==> src/rtl/multicycle_control.sv <==
// multicycle_control
// Multi-cycle MIPS control unit. Each instruction is sequenced through
// fetch, decode, execute, memory and write-back states, and the shared ALU
// and memory datapath is driven one step per clock. Memory accesses wait on
// MemReady. An optional watchdog bounds each wait, and an illegal opcode or
// a stuck access parks the FSM in a sticky FAULT state until reset.

module multicycle_control #(
    parameter int ALUOP_W = 3,
    parameter int TIMEOUT = 0,
    parameter int CNT_W   = 8
) (
    input  logic               clk,
    input  logic               reset,
    input  logic [5:0]         OP,
    input  logic               Zero,
    input  logic               MemReady,
    output logic               IorD,
    output logic               MemRead,
    output logic               MemWrite,
    output logic               IRWrite,
    output logic               RegDst,
    output logic               MemtoReg,
    output logic               RegWrite,
    output logic               Jal,
    output logic               ALUSrcA,
    output logic [1:0]         ALUSrcB,
    output logic [ALUOP_W-1:0] ALUOp,
    output logic [1:0]         PCSource,
    output logic               PCWrite,
    output logic               InstrDone,
    output logic               Fault
);

    // Opcode field values
    localparam logic [5:0] OP_R    = 6'h00;
    localparam logic [5:0] OP_J    = 6'h02;
    localparam logic [5:0] OP_JAL  = 6'h03;
    localparam logic [5:0] OP_BEQ  = 6'h04;
    localparam logic [5:0] OP_BNE  = 6'h05;
    localparam logic [5:0] OP_ADDI = 6'h08;
    localparam logic [5:0] OP_ANDI = 6'h0C;
    localparam logic [5:0] OP_ORI  = 6'h0D;
    localparam logic [5:0] OP_LUI  = 6'h0F;
    localparam logic [5:0] OP_LW   = 6'h23;
    localparam logic [5:0] OP_SW   = 6'h2B;

    // ALU function codes
    localparam logic [2:0] ALU_R    = 3'b111;
    localparam logic [2:0] ALU_ADDI = 3'b110;
    localparam logic [2:0] ALU_ORI  = 3'b101;
    localparam logic [2:0] ALU_LUI  = 3'b100;
    localparam logic [2:0] ALU_ADD  = 3'b011;
    localparam logic [2:0] ALU_ANDI = 3'b001;
    localparam logic [2:0] ALU_CMP  = 3'b000;

    // Datapath select encodings
    localparam logic [1:0] SRCB_RT    = 2'b00;
    localparam logic [1:0] SRCB_FOUR  = 2'b01;
    localparam logic [1:0] SRCB_IMM   = 2'b10;
    localparam logic [1:0] SRCB_SHIMM = 2'b11;
    localparam logic [1:0] PCSRC_ALU  = 2'b00;
    localparam logic [1:0] PCSRC_OUT  = 2'b01;
    localparam logic [1:0] PCSRC_JMP  = 2'b10;

    // Watchdog: the wait that would bring the count up to TIMEOUT is the
    // last one tolerated, so the compare value is TIMEOUT-1.
    localparam bit             LP_WD_EN    = (TIMEOUT > 0);
    localparam logic [CNT_W-1:0] LP_CNT_LAST = (TIMEOUT > 0) ? CNT_W'(TIMEOUT - 1) : '0;

    typedef enum logic [3:0] {
        FETCH,
        DECODE,
        MEMADR,
        MEMRD,
        MEMWB,
        MEMWR,
        EXEC_R,
        EXEC_I,
        ALUWB,
        BRANCH,
        JUMP,
        FAULT
    } state_t;

    state_t           r_state;
    state_t           w_nextState;
    logic [5:0]       r_op;
    logic [CNT_W-1:0] r_waitCnt;

    logic             w_waitState;
    logic             w_timeout;

    logic             w_iorD;
    logic             w_memRead;
    logic             w_memWrite;
    logic             w_irWrite;
    logic             w_regDst;
    logic             w_memtoReg;
    logic             w_regWrite;
    logic             w_jal;
    logic             w_aluSrcA;
    logic [1:0]       w_aluSrcB;
    logic [2:0]       w_aluOp;
    logic [1:0]       w_pcSource;
    logic             w_pcWrite;
    logic             w_instrDone;
    logic             w_fault;

    assign w_waitState = (r_state == FETCH) || (r_state == MEMRD) || (r_state == MEMWR);
    assign w_timeout   = LP_WD_EN && w_waitState && !MemReady && (r_waitCnt == LP_CNT_LAST);

    // State register; reset returns to FETCH from anywhere, including FAULT
    always_ff @(posedge clk or posedge reset) begin
        if (reset) begin
            r_state <= FETCH;
        end else begin
            r_state <= w_nextState;
        end
    end

    // Opcode is captured while in DECODE so later states can still see it
    always_ff @(posedge clk or posedge reset) begin
        if (reset) begin
            r_op <= '0;
        end else if (r_state == DECODE) begin
            r_op <= OP;
        end
    end

    // Wait counter: restarts on every state change, counts stalled cycles in memory states
    always_ff @(posedge clk or posedge reset) begin
        if (reset) begin
            r_waitCnt <= '0;
        end else if (w_nextState != r_state) begin
            r_waitCnt <= '0;
        end else if (LP_WD_EN && w_waitState && !MemReady) begin
            r_waitCnt <= r_waitCnt + CNT_W'(1);
        end
    end

    // Next-state logic and Moore output decode, with MemReady/Zero gating where needed
    always_comb begin
        w_nextState = r_state;
        w_iorD      = 1'b0;
        w_memRead   = 1'b0;
        w_memWrite  = 1'b0;
        w_irWrite   = 1'b0;
        w_regDst    = 1'b0;
        w_memtoReg  = 1'b0;
        w_regWrite  = 1'b0;
        w_jal       = 1'b0;
        w_aluSrcA   = 1'b0;
        w_aluSrcB   = SRCB_RT;
        w_aluOp     = ALU_CMP;
        w_pcSource  = PCSRC_ALU;
        w_pcWrite   = 1'b0;
        w_instrDone = 1'b0;
        w_fault     = 1'b0;

        case (r_state)
            FETCH: begin
                w_memRead  = 1'b1;
                w_aluSrcB  = SRCB_FOUR;
                w_aluOp    = ALU_ADD;
                w_pcSource = PCSRC_ALU;
                w_irWrite  = MemReady;
                w_pcWrite  = MemReady;
                if (MemReady) begin
                    w_nextState = DECODE;
                end else if (w_timeout) begin
                    w_nextState = FAULT;
                end
            end

            DECODE: begin
                w_aluSrcB = SRCB_SHIMM;
                w_aluOp   = ALU_ADD;
                case (OP)
                    OP_LW, OP_SW:                     w_nextState = MEMADR;
                    OP_R:                             w_nextState = EXEC_R;
                    OP_ADDI, OP_ANDI, OP_ORI, OP_LUI: w_nextState = EXEC_I;
                    OP_BEQ, OP_BNE:                   w_nextState = BRANCH;
                    OP_J, OP_JAL:                     w_nextState = JUMP;
                    default:                          w_nextState = FAULT;
                endcase
            end

            MEMADR: begin
                w_aluSrcA   = 1'b1;
                w_aluSrcB   = SRCB_IMM;
                w_aluOp     = ALU_ADD;
                w_nextState = (r_op == OP_LW) ? MEMRD : MEMWR;
            end

            MEMRD: begin
                w_memRead = 1'b1;
                w_iorD    = 1'b1;
                if (MemReady) begin
                    w_nextState = MEMWB;
                end else if (w_timeout) begin
                    w_nextState = FAULT;
                end
            end

            MEMWB: begin
                w_regWrite  = 1'b1;
                w_memtoReg  = 1'b1;
                w_instrDone = 1'b1;
                w_nextState = FETCH;
            end

            MEMWR: begin
                w_memWrite  = 1'b1;
                w_iorD      = 1'b1;
                w_instrDone = MemReady;
                if (MemReady) begin
                    w_nextState = FETCH;
                end else if (w_timeout) begin
                    w_nextState = FAULT;
                end
            end

            EXEC_R: begin
                w_aluSrcA   = 1'b1;
                w_aluSrcB   = SRCB_RT;
                w_aluOp     = ALU_R;
                w_nextState = ALUWB;
            end

            EXEC_I: begin
                w_aluSrcA = 1'b1;
                w_aluSrcB = SRCB_IMM;
                case (r_op)
                    OP_ANDI: w_aluOp = ALU_ANDI;
                    OP_ORI:  w_aluOp = ALU_ORI;
                    OP_LUI:  w_aluOp = ALU_LUI;
                    default: w_aluOp = ALU_ADDI;
                endcase
                w_nextState = ALUWB;
            end

            ALUWB: begin
                w_regWrite  = 1'b1;
                w_regDst    = (r_op == OP_R);
                w_instrDone = 1'b1;
                w_nextState = FETCH;
            end

            BRANCH: begin
                w_aluSrcA   = 1'b1;
                w_aluSrcB   = SRCB_RT;
                w_aluOp     = ALU_CMP;
                w_pcSource  = PCSRC_OUT;
                w_pcWrite   = (r_op == OP_BNE) ? !Zero : Zero;
                w_instrDone = 1'b1;
                w_nextState = FETCH;
            end

            JUMP: begin
                w_pcSource  = PCSRC_JMP;
                w_pcWrite   = 1'b1;
                w_instrDone = 1'b1;
                w_jal       = (r_op == OP_JAL);
                w_regWrite  = (r_op == OP_JAL);
                w_nextState = FETCH;
            end

            FAULT: begin
                w_fault     = 1'b1;
                w_nextState = FAULT;
            end

            default: begin
                w_nextState = FAULT;
            end
        endcase
    end

    // Every output is forced low while reset is held so no strobe outlives it
    assign IorD      = w_iorD      & ~reset;
    assign MemRead   = w_memRead   & ~reset;
    assign MemWrite  = w_memWrite  & ~reset;
    assign IRWrite   = w_irWrite   & ~reset;
    assign RegDst    = w_regDst    & ~reset;
    assign MemtoReg  = w_memtoReg  & ~reset;
    assign RegWrite  = w_regWrite  & ~reset;
    assign Jal       = w_jal       & ~reset;
    assign ALUSrcA   = w_aluSrcA   & ~reset;
    assign ALUSrcB   = reset ? 2'b00 : w_aluSrcB;
    assign ALUOp     = reset ? '0 : ALUOP_W'(w_aluOp);
    assign PCSource  = reset ? 2'b00 : w_pcSource;
    assign PCWrite   = w_pcWrite   & ~reset;
    assign InstrDone = w_instrDone & ~reset;
    assign Fault     = w_fault     & ~reset;

endmodule

==> config.mk <==
export PLATFORM = sky130hd
export DESIGN_NAME = multicycle_control
export DESIGN_NICKNAME = d
export VERILOG_FILES = /design/src/rtl/multicycle_control.sv
export SDC_FILE = /design/constraint.sdc
export NUM_CORES = 1
export LEC_CHECK = 0
export CAP_MARGIN = 25
export CORE_AREA = 2 2 53 55
export CTS_CLUSTER_SIZE = 24
export DETAILED_ROUTE_END_ITERATION = 6
export DIE_AREA = 0 0 55 57
export PLACE_DENSITY = 0.76
export RECOVER_POWER = 50
export SYNTH_ARGS = -nofsm -noshare
export SYNTH_HDL_FRONTEND = slang
export SYNTH_SLANG_ARGS = --single-unit
==> constraint.sdc <==
create_clock -name clk -period 3 [get_ports clk]
set_clock_uncertainty 0.05 [all_clocks]
set_input_delay 0.6 -clock clk [delete_from_list [all_inputs] [get_ports clk]]
set_output_delay 0.6 -clock clk [all_outputs]
set_load 0.01 [all_outputs]
Yosys cells after proc, flatten, opt, wreduce, memory -nomap -nowiden:

Index checks and enable logic that the tools add are counted.

* bits in registers: 10
* bits in latches: 0
* RAM bits: 0
* bits in read-only memories: 0
* output and inout port bits: 19
* memories kept: 0

* $add $sub $neg: 0
* $mul: 0
* divide/modulo/power cells: 0
* $lt $le $gt $ge: 0
* equal/unequal tests: 30
* shifts and indexed selects: 0
* muxes and demuxes: 26
* bitwise operators: 13
* reduce and logical (&&, ||, !) cells: 17

Operator list (count)
* $eq A6 B4 Y1 const B: 7
* $pmux W4 S7: 1
* $pmux W4 S5: 1
* $eq A6 B2 Y1 const B: 3
* $eq A6 B3 Y1 const B: 3
* $eq A6 B6 Y1 const B: 3
* $pmux W3 S3: 2
* $eq A4 B3 Y1 const B: 4
* $eq A4 B4 Y1 const B: 4
* $reduce_or A2 Y1: 8
* $and A1 B1 Y1: 12
* $logic_not A6 Y1: 2
* $mux W4: 3
* $reduce_or A4 Y1: 3
* $mux W1: 10
* $eq A4 B2 Y1 const B: 2
* $mux W3: 2
* $ne A2 B2 Y1 const B: 3
* $pmux W2 S3: 1
* $eq A4 B1 Y1 const B: 1
* $logic_not A4 Y1: 1
* $mux W2: 2
* $pmux W1 S2: 2
* $pmux W2 S2: 1
* 5 further kinds: 5

Longest topological paths before layout:

* word-level depth: 4
* gate-level depth with buffers: 6
* mapped depth without buffers: 4

Worst setup path before layout:

OpenSTA, ideal clock, no wires.

* path type: input -> output
* from: in reset
* to: out RegDst
* arrival: 1540 ps
* required time: 2350 ps
* path slack: 810 ps
* cell stages on the path: 5
* path buffers: 1
* path through: clkbuf_1 inv_2 nand2b_4 nand3b_1 nor3b_1

* cells in the longest elaborated chain, start to end: 2

Ends and longest elaborated chain
* start, declared: RTL line 14 `input logic reset,`
* $not A1 Y1: RTL line 285 `assign RegDst = w_regDst & ~reset;`
* $and A1 B1 Y1: RTL line 285
* end, declared: RTL line 22 `output logic RegDst,`

Every way passes these cells.

Final worst setup path:

* from: reg r_state[0]
* to: out ALUSrcA

* cells in the longest elaborated chain, start to end: 4
* elaborated cells between the ends (all ways): 7

Ends and longest elaborated chain
* start, declared: RTL line 86 `state_t r_state;`
* start signal, assigned: RTL line 118 `r_state <= w_nextState;`
* $eq A4 B3 Y1, or another cell as far along: RTL line 161 `case (r_state)`
* $reduce_or A4 Y1 (no source line) (*)
* $mux W1 (*): RTL line 161
* $and A1 B1 Y1 (*): RTL line 289 `assign ALUSrcA = w_aluSrcA & ~reset;`
* end, declared: RTL line 26 `output logic ALUSrcA,`

Mark *: on every way between the ends. The rest lies on a longest branch, timed or not.

==> flow_metrics.tcl <==
set metrics [dict create \
    fp.coreArea_um2 2620 \
    synthMuxAreaShare_pct 6.83 \
    synth_top_area_share_pct 25.8 \
    pwr_density_cell_nw_per_um2 220 \
    dieArea_um2 3140 \
    status "finished clean" \
    worstMarginPinSlew_ps 687 \
    arrival_ps 2220 \
    syn_nets 137 \
    rsz0062_at_grt "true" \
    utilization_pct 50.4 \
    vias 1056 \
    cts.sinks 10 \
    areaGrowthSynthToFinish_pct 35.8 \
    synth.yosys.seq_area_share_pct 25.8 \
    antenna_found_initial 0 \
    routedWlPerCell_um 13.4 \
    grt-ovfl-total 0 \
    synth-edff-count 0 \
    period_share_pct 95.7 \
    setup_viol 0 \
    ys_ff_latch 10 \
    io_pins 29 \
    synthSimpleGateAreaFrac_pct 37.8 \
    timing.rr.start "r_state[2]" \
    drtAntennaViolNets 0 \
    numCtsBuffers 3 \
    dp.cells 185 \
    holdBufCountCts 0 \
    postSynthAreaPerCell_um2 7.65 \
    die_y_um 57 \
    drt_pre_antenna_iters 4 \
    synthAdderAreaFrac_pct 0 \
    hpwlAfterDp_um 1970 \
    remaining_drc_errors 0 \
    r2r-end "r_op[4]" \
    drive_gt1_share_pct 9.49 \
    instances_no_fill 189 \
    leakagePower_nw 0.512 \
    mostFrequentLayoutCells "27 x clkdlybuf4s50_1, 13 x nor2_1, 12 x nand2_1" \
    nFillCells 267 \
    relSlewSlack_pct 54.1 \
    h-tree-depth 1 \
    io_buffers 28 \
    placementRows 19 \
    ys_warn_count 0 \
    r2r_slack_ps 880 \
    cts_setup_buffers 0 \
    synth_ff_type "dfrtp_1" \
    ir_worst_vdd_mv 0.226 \
    hold_path_class "in2async" \
    clk_latency_ps 260 \
    final-hold-violation-count 0 \
    clock.fmax_mhz 348 \
    required_ps 2350 \
    crit_type "reg2out" \
    grt_pass1_wl_um 4100 \
    via_per_inst 5.59 \
    grt_pass1_vias 945 \
    cts_tree "done" \
    grt_max_degree 17 \
    nets 169 \
    yosys.area.top_type "dfrtp_1" \
    maxCapViolCount 0 \
    antenna_cells 0 \
    slew_viol_final 0 \
    start_util_pct 37.1 \
    wl_um 2530 \
    layout_commonest_cell "clkdlybuf4s50_1" \
    worstSetupStartpointType "register" \
    setup_tns_ps 0 \
    clockBufferDepth 2 \
    crit_path_max_fanout 12 \
    fp.dieW_um 55 \
    syn_area_um2 971 \
    synth_compound_area_share_pct 21.1 \
    end_kind "output port" \
    yosysUniqueCellTypes 47 \
    grt_use_total_pct 17.1 \
    post-route-min-period_ps 2870 \
    gp_congestion 0.811 \
    synthCells 127 \
    clk_pin_slew_ps 70 \
    drt-initial-drc-count 21 \
    synth_area_leaders "dfrtp_1 26%, mux2_1 5.8%, nand2_1 4.6%" \
    synth_top_family_by_area "simple AND/OR/NAND/NOR gates" \
    clock-root-buffer "clkbuf_4" \
    async_flop_share_pct 100 \
    synth_xor_area_share_pct 1.80 \
    worstSetupStartpoint "r_state[0]" \
    reg2reg_depth 4 \
]
## area by class of cell
| type | instances | area (um2) | area share (%) |
|---|---|---|---|
| clock buffer | 4 | 36.3 | 2.75 |
| inverter | 5 | 21.3 | 1.61 |
| multi-input combinational | 103 | 646 | 49.0 |
| sequential | 10 | 250 | 19.0 |
| tap | 31 | 38.8 | 2.94 |
| timing repair buffer | 36 | 327 | 24.8 |
## routing by layer
metal  part of all wire, %  up-vias  routed length [um]  GRT usage [%]
met1                    45      488                1150           25.8
li1                      -      529                   -              -
met2                    48       33                1210           25.2
met3                   4.6        6                 116           2.36
met5                     0        -                   0              0
met4                   2.1        0                  53           5.57
## cells in the mapped netlist (3+ instances only)
| library cell | number |
|---|---|
| nor3b_1 | 3 |
| nand3b_1 | 3 |
| nor3_1 | 7 |
| clkbuf_1 | 3 |
| nand2_1 | 12 |
| dfrtp_1 | 10 |
| nand3_1 | 4 |
| o21ai_0 | 4 |
| nand2b_1 | 5 |
| nor4_1 | 3 |
| a21oi_1 | 8 |
| o21ai_1 | 4 |
| buf_2 | 5 |
| nor2_1 | 12 |
| mux2_1 | 5 |
## timing repair
item / CTS / global route
setup endpoints to repair: 0 / 2
resized for setup: 0 / 2
endpoints found under the hold margin: 0 / 0
## worst max path at each step
stage | to | cells past startpoint | slack [ps]
after floorplan | RegDst | 5 | 810
after global placement | PCWrite | 6 | 50
after detailed placement | PCWrite | 6 | 60
after CTS | RegDst | 6 | 60
after global routing | PCWrite | 6 | -30
final | ALUSrcA | 4 | 130
## worst max-delay path: stages (launching register included)
cell,delay [ps]
dfrtp_1,640
inv_4,110
or4_1,530
a21oi_1,130
clkdlybuf4s50_1,550
## state kept, by name (all words and copies together) (netlist names)
register and cells:
r_op 6, r_state 4
## per-stage QoR
stage | total power [W] | setup WS (ps) | hold WS (ps) | cell area (um2)
final | 0.000290 | 129 | 467 | 1320
after global routing | 0.000307 | -32.6 | 514 | 1320
after CTS | 0.000296 | 56.5 | 494 | 1340
after detailed placement | 0.000177 | 64.6 | 479 | 1310
after global placement | 0.000176 | 54.6 | 463 | 1310
after floorplan | 0.000153 | 810 | 439 | 971
## report_power, final
part / internal, W / leakage, nW / switching (W)
clock network: 0.0000736 / 0.0210 / 0.0000447
logic: 0.0000184 / 0.373 / 0.0000189
registers: 0.000135 / 0.119 / 0
## cell families (layout without fill, tap and decap cells)
family / after synthesis / in the layout
xor+xnor: 2 / 2
compound gates: 32 / 32
flops: 10 / 10
mux: 6 / 6
buf+inv: 14 / 45
simple gates: 63 / 63
No activity file was read; power rests on OpenSTA's default activity.
